`src/rtl/cp_ingress_parser.sv`:
```
// rtl/cp_ingress_parser.sv - ingress packet parser: header decode, config-table load, stream pass-through
//
// Purpose:
//   Parses one packet per pass. The first accepted beat is a header carrying three
//   entry counts (and an opcode in the top byte). After a two-cycle gap the parser
//   forwards exactly num_entry_state + num_pe_tables*num_entry_config_table +
//   num_entry_inbound load beats to the control plane on wr_data/wr_valid. The rest of
//   the packet is then passed through on stream_data/stream_valid, under
//   ready_stream_in backpressure, until s_tlast.
//
// Ports:
//   clk, rst                 clock, synchronous active-high reset
//   s_tdata/s_tvalid/s_tlast ingress beat, valid, end of packet
//   s_tready                 ingress accept
//   start_loader             one-cycle pulse after a header is accepted
//   num_entry_*              count fields latched from the header
//   wr_data/wr_valid         registered load beat to the control plane
//   start_stream_in          high while in the stream phase
//   ready_stream_in          control-plane backpressure for stream beats
//   stream_data/stream_valid registered stream beat
//   err                      sticky {bad_opcode, short_pkt, underrun}
//
// Build option:
//   CP_HDR_OPCODE_CHECK_EN   when defined, headers whose opcode is not 8'hA5 are
//                            flagged as bad_opcode and the packet is drained.

module cp_ingress_parser #(
  parameter int phit_size     = 512,
  parameter int dwidth_RFadd  = 8,
  parameter int num_pe_tables = 6
) (
  input  logic                    clk,
  input  logic                    rst,
  input  logic [phit_size-1:0]    s_tdata,
  input  logic                    s_tvalid,
  input  logic                    s_tlast,
  output logic                    s_tready,
  output logic                    start_loader,
  output logic [dwidth_RFadd-1:0] num_entry_state,
  output logic [dwidth_RFadd-1:0] num_entry_config_table,
  output logic [dwidth_RFadd-1:0] num_entry_inbound,
  output logic [phit_size-1:0]    wr_data,
  output logic                    wr_valid,
  output logic                    start_stream_in,
  input  logic                    ready_stream_in,
  output logic [phit_size-1:0]    stream_data,
  output logic                    stream_valid,
  output logic [2:0]              err
);

  // Four extra bits cover the worst-case sum of three count fields with the
  // config-table field multiplied by the table count.
  localparam int CW = dwidth_RFadd + 4;

  localparam logic [2:0] IDLE    = 3'd0;
  localparam logic [2:0] HDR_GAP = 3'd1;
  localparam logic [2:0] LOAD    = 3'd2;
  localparam logic [2:0] STREAM  = 3'd3;
  localparam logic [2:0] DRAIN   = 3'd4;

  logic [2:0]              r_state;
  logic [2:0]              w_next_state;
  logic                    r_ready;
  logic                    r_gap;
  logic                    r_hdr_last;
  logic [CW-1:0]           r_load_cnt;
  logic [CW-1:0]           w_total;
  logic                    w_load_last;
  logic [dwidth_RFadd-1:0] r_num_state;
  logic [dwidth_RFadd-1:0] r_num_cfg;
  logic [dwidth_RFadd-1:0] r_num_inb;
  logic                    r_start_loader;
  logic [phit_size-1:0]    r_wr_data;
  logic                    r_wr_valid;
  logic [phit_size-1:0]    r_stream_data;
  logic                    r_stream_valid;
  logic                    r_err_under;
  logic                    r_err_short;
  logic                    w_accept;
  logic                    w_hdr_ok;

`ifdef CP_HDR_OPCODE_CHECK_EN
  localparam logic [7:0] HDR_OPCODE = 8'hA5;
  logic r_err_opcode;
  assign w_hdr_ok = (s_tdata[phit_size-1 -: 8] == HDR_OPCODE);
  assign err      = {r_err_opcode, r_err_short, r_err_under};
`else
  assign w_hdr_ok = 1'b1;
  assign err      = {1'b0, r_err_short, r_err_under};
`endif

  // In the stream phase acceptance follows the control plane directly; elsewhere
  // it comes from a register so reset can hold it low on the same edge.
  assign s_tready = (r_state == STREAM) ? ready_stream_in : r_ready;
  assign w_accept = s_tvalid & s_tready;

  assign w_total     = CW'(r_num_state) + CW'(num_pe_tables) * CW'(r_num_cfg) + CW'(r_num_inb);
  assign w_load_last = (r_load_cnt == w_total - CW'(1));

  assign start_loader           = r_start_loader;
  assign num_entry_state        = r_num_state;
  assign num_entry_config_table = r_num_cfg;
  assign num_entry_inbound      = r_num_inb;
  assign wr_data                = r_wr_data;
  assign wr_valid               = r_wr_valid;
  assign start_stream_in        = (r_state == STREAM);
  assign stream_data            = r_stream_data;
  assign stream_valid           = r_stream_valid;

  always_comb begin
    w_next_state = r_state;
    case (r_state)
      IDLE: begin
        if (w_accept) begin
          if (!w_hdr_ok) begin
            w_next_state = s_tlast ? IDLE : DRAIN;
          end else begin
            w_next_state = HDR_GAP;
          end
        end
      end
      HDR_GAP: begin
        // A header that was also the last beat still goes through the gap so the
        // control plane sees a normal start_loader, then nothing follows.
        if (r_gap) begin
          if (r_hdr_last) begin
            w_next_state = IDLE;
          end else if (w_total == '0) begin
            w_next_state = STREAM;
          end else begin
            w_next_state = LOAD;
          end
        end
      end
      LOAD: begin
        if (w_accept) begin
          if (w_load_last) begin
            w_next_state = s_tlast ? IDLE : STREAM;
          end else if (s_tlast) begin
            w_next_state = IDLE;
          end
        end
      end
      STREAM: begin
        if (w_accept && s_tlast) w_next_state = IDLE;
      end
      DRAIN: begin
        if (w_accept && s_tlast) w_next_state = IDLE;
      end
      default: w_next_state = IDLE;
    endcase
  end

  always_ff @(posedge clk) begin
    if (rst) begin
      r_state        <= IDLE;
      r_ready        <= 1'b0;
      r_gap          <= 1'b0;
      r_hdr_last     <= 1'b0;
      r_load_cnt     <= '0;
      r_num_state    <= '0;
      r_num_cfg      <= '0;
      r_num_inb      <= '0;
      r_start_loader <= 1'b0;
      r_wr_data      <= '0;
      r_wr_valid     <= 1'b0;
      r_stream_data  <= '0;
      r_stream_valid <= 1'b0;
      r_err_under    <= 1'b0;
      r_err_short    <= 1'b0;
`ifdef CP_HDR_OPCODE_CHECK_EN
      r_err_opcode   <= 1'b0;
`endif
    end else begin
      r_state        <= w_next_state;
      r_ready        <= (w_next_state == IDLE) || (w_next_state == LOAD) || (w_next_state == DRAIN);
      r_start_loader <= 1'b0;
      r_wr_valid     <= 1'b0;
      r_stream_valid <= 1'b0;
      case (r_state)
        IDLE: begin
          if (w_accept) begin
            if (w_hdr_ok) begin
              r_num_state    <= s_tdata[dwidth_RFadd-1:0];
              r_num_cfg      <= s_tdata[2*dwidth_RFadd-1:dwidth_RFadd];
              r_num_inb      <= s_tdata[3*dwidth_RFadd-1:2*dwidth_RFadd];
              r_start_loader <= 1'b1;
              r_hdr_last     <= s_tlast;
              r_gap          <= 1'b0;
              r_load_cnt     <= '0;
            end
`ifdef CP_HDR_OPCODE_CHECK_EN
            else begin
              r_err_opcode <= 1'b1;
            end
`endif
          end
        end
        HDR_GAP: begin
          r_gap <= 1'b1;
        end
        LOAD: begin
          if (w_accept) begin
            r_wr_data  <= s_tdata;
            r_wr_valid <= 1'b1;
            r_load_cnt <= r_load_cnt + CW'(1);
            if (s_tlast && !w_load_last) r_err_short <= 1'b1;
          end else begin
            // wr_data keeps the previous beat and the count does not move.
            r_err_under <= 1'b1;
          end
        end
        STREAM: begin
          if (w_accept) begin
            r_stream_data  <= s_tdata;
            r_stream_valid <= 1'b1;
          end
        end
        default: begin
        end
      endcase
    end
  end

endmodule

```
`config.mk`:
```
export PLATFORM = sky130hd
export DESIGN_NAME = cp_ingress_parser
export DESIGN_NICKNAME = d
export VERILOG_FILES = /design/src/rtl/cp_ingress_parser.sv
export SDC_FILE = /design/constraint.sdc
export NUM_CORES = 2
export LEC_CHECK = 0
export BUFFER_PORTS_ARGS = -buffer_cell sky130_fd_sc_hd__buf_2
export CORE_AREA = 2 2 607 609
export CTS_CLUSTER_DIAMETER = 40
export DETAILED_ROUTE_END_ITERATION = 6
export DIE_AREA = 0 0 609 611
export PLACE_DENSITY = 0.3
export SLEW_MARGIN = 15
export SYNTH_ARGS = -nofsm -noshare
export SYNTH_HDL_FRONTEND = slang
export SYNTH_SLANG_ARGS = --single-unit
```
`constraint.sdc`:
```
create_clock -name clk -period 4.5 [get_ports clk]
set_clock_uncertainty 0.1 [all_clocks]
set_input_delay 0.45 -clock clk [delete_from_list [all_inputs] [get_ports clk]]
set_output_delay 0.45 -clock clk [all_outputs]
set_load 0.05 [all_outputs]
```
==> out/results.ini <==
[setup_path]
crit_path_max_incr_delay_ns=0.53
crit_top_cell=ha_4
slowest_stage=fa_1
cp.buffers_inverters=3
crit_chain=ha_4, inv_1, fa_2, nor2b_2, o21ai_1, nand2_1, nand2_2, fa_1, inv_2, ha_4, and3_4, a22o_1, o41ai_4, buf_4, xnor2_2, or3b_4, xnor2_1, and3_1, a211oi_2
critPathKind=reg2reg
start_kind=flop
path_max_fanout=5
path_delay_family=adder cells
end_kind=flop
critPathArrivalTime_ns=4.97
worst-endpoint-required_ns=5.12

[cts]
tritoncts=built
cts.clk_slew.worst_paths_ns=0.05
cts_root_buf=clkbuf_16
clkLatencyLatePin_ns=0.87
cts.sinks=1071
htreeDepth=5
clk_path_buf_depth=4
cts-buffers-inserted=280

[detailed_routing]
via_per_inst=3.56
ant_nets=0
dr.first_iter.drc_count=2555
wl_per_cell_um=25.3
vias=42789
drcViolationCount=0
drt_first_pass_iters=5
wirelength_mm=304

[place]
gp_congestion=0.890
port_buffers=1571
dpl_cell_area_um2=51600
hpwl_mm=246

[grt]
grt_pass1_wl_mm=396
grt_use_met3_pct=7.32
grt_util_met1_pct=18.1
top_usage_layer=met2
grt_overflow=0
grt_max_degree=131
antenna_found_initial=121
grt_pass1_vias=42366
grt.total_usage_pct=15.6
grt_use_met2_pct=25.4

[outcome]
status=finished, final reports clean

[timing]
min_period_ns=4.35
finalHoldViolCount=0
clock.fmax_ghz=0.230
slew_violations=0
fin_tns_setup_ns=0
max_slew_margin_pct=31.9
finalSetupViolCount=0
rsz0062_at_grt=false
period_share_pct=96.8
worst_slew_pin_slew_ns=1.02

[yosys]
synth_nets=5385
synth.cell_area_um2=37800
syn_area_per_cell_um2=7.82
ys_ff_latch=1071
ys_async_sr_fraction_pct=0
seq_area_frac_synth_pct=56.7
synth_cell_types=60
synth_ff_type=dfxtp_1
ys_warn_count=0
synth_cells=4839
synth_edf_count=0

[final_layout]
nNetsFinal=7504
area_growth_pct=76.5
mostFrequentLayoutCells=2,114 x nand2_1, 1,570 x buf_2, 1,067 x dfxtp_1, 1,060 x a21oi_1, 515 x dlygate4sd3_1
drive_above_1_share_pct=30.3
layout_commonest_cell=nand2_1
final_util_pct=18.3
multiInputGateArea_um2=15100
design_area_um2=66800
nFillCells=41538
register_area_um2=21400

[pwr]
p_per_area_nw_per_um2=490
p_leak_uw=0.0271
irDropWorstVdd_mv=0.306

[worst_hold_path]
hold_class=in2reg

[die]
core_um2=365000
pin_count=1573
die_w_um=609
start_util_pct=10.4
die_y_um=611
die-area_um2=372000
rows=222

[run]
cap_violations=0

stage by stage:
stage	cells	total power, uW	hold slack (ns)	setup slack, ns
after floorplan	4839	10600	0.337	0.0345
after global placement	10971	11400	0.339	-0.0761
after detailed placement	10971	11400	0.343	-0.0164
after CTS	11992	33300	0.0432	0.0130
after global routing	11999	33900	0.126	0.0150
final	12016	32700	0.140	0.146
worst register-to-register path: cells and delay by family, from the launching register on:
family                     cells  cell delay [ns]
AOI/OAI and AO/OA              4             0.69
DFF                            1             0.38
xor gates and xnor gates       2             0.34
and+or+nand+nor                6             1.09
buffers and inverters          3             0.29
adders and majority gates      4             1.29
registers in the layout, summed over array words and instances (netlist names), 3 cells and up:
name / count
num_entry_config_table: 8
wr_data: 512
r_state: 3
r_load_cnt: 12
num_entry_inbound: 8
stream_data: 512
num_entry_state: 8
final cells by class:
cell class	instances	area share (%)
timing repair buffer	2195	21.3
tap	4816	9.02
antenna	22	0.0824
clock buffer	375	11.8
sequential	1071	32.1
multi-input combinational	3374	22.6
inverter	36	0.202
clock inverter	127	2.94
cell families after synthesis:
family,share of synthesized area [%]
AOI/OAI and AO/OA,15.1
xor gates and xnor gates,0.949
adders and majority gates,1.14
buffers and inverters,3.98
DFF,56.7
muxes,0.0298
other,0.00991
and+or+nand+nor,22.2
layer usage:
layer	wire length [um]	vias to the layer above
met2	139000	1744
met5	93	-
met3	34800	520
met4	9660	14
li1	-	19994
met1	120000	20517
cell usage after synthesis (all sizes together), types with 7 or more instances:
cell	n	area share, %
inv	36	0.36
dfxtp	1071	57
o21ai	7	0.093
a21oi	1063	14
xnor2	18	0.42
fa	9	0.48
nor3	9	0.13
clkbuf	353	3.5
nand3	8	0.11
o211ai	7	0.14
nand2	2115	21
nor2	36	0.36
xor2	17	0.41
ha	20	0.66
and3	7	0.13
report_power, final:
group | leakage, uW | total (uW) | internal [uW] | switching (uW)
Sequential | 0.00863 | 9620 | 9580 | 43.2
Clock | 0.00478 | 21000 | 14200 | 6810
Combinational | 0.0137 | 2140 | 827 | 1310
Total | 0.0271 | 32700 | 24600 | 8170
worst paths after layout:
| kind | to | slack (ns) | cells after the start | from |
|---|---|---|---|---|
| hold / removal | r_err_under | 0.14 | 5 | ready_stream_in |
| hold reg to reg | wr_data[18] | 0.35 | 2 | wr_data[18] |
| setup / recovery | r_ready | 0.15 | 19 | num_entry_config_table[1] |
| setup reg to reg | r_ready | 0.15 | 19 | num_entry_config_table[1] |
repair_timing:
action | 4_1_cts | 5_1_grt
hold buffers | 515 | 0
hold endpoints to repair | 1057 | 0
endpoints found under the setup margin | 3 | 3
pin swaps | 6 | 18
setup buffers | 4 | 3
resized for setup | 9 | 22
No activity file was read; power rests on OpenSTA's default activity.
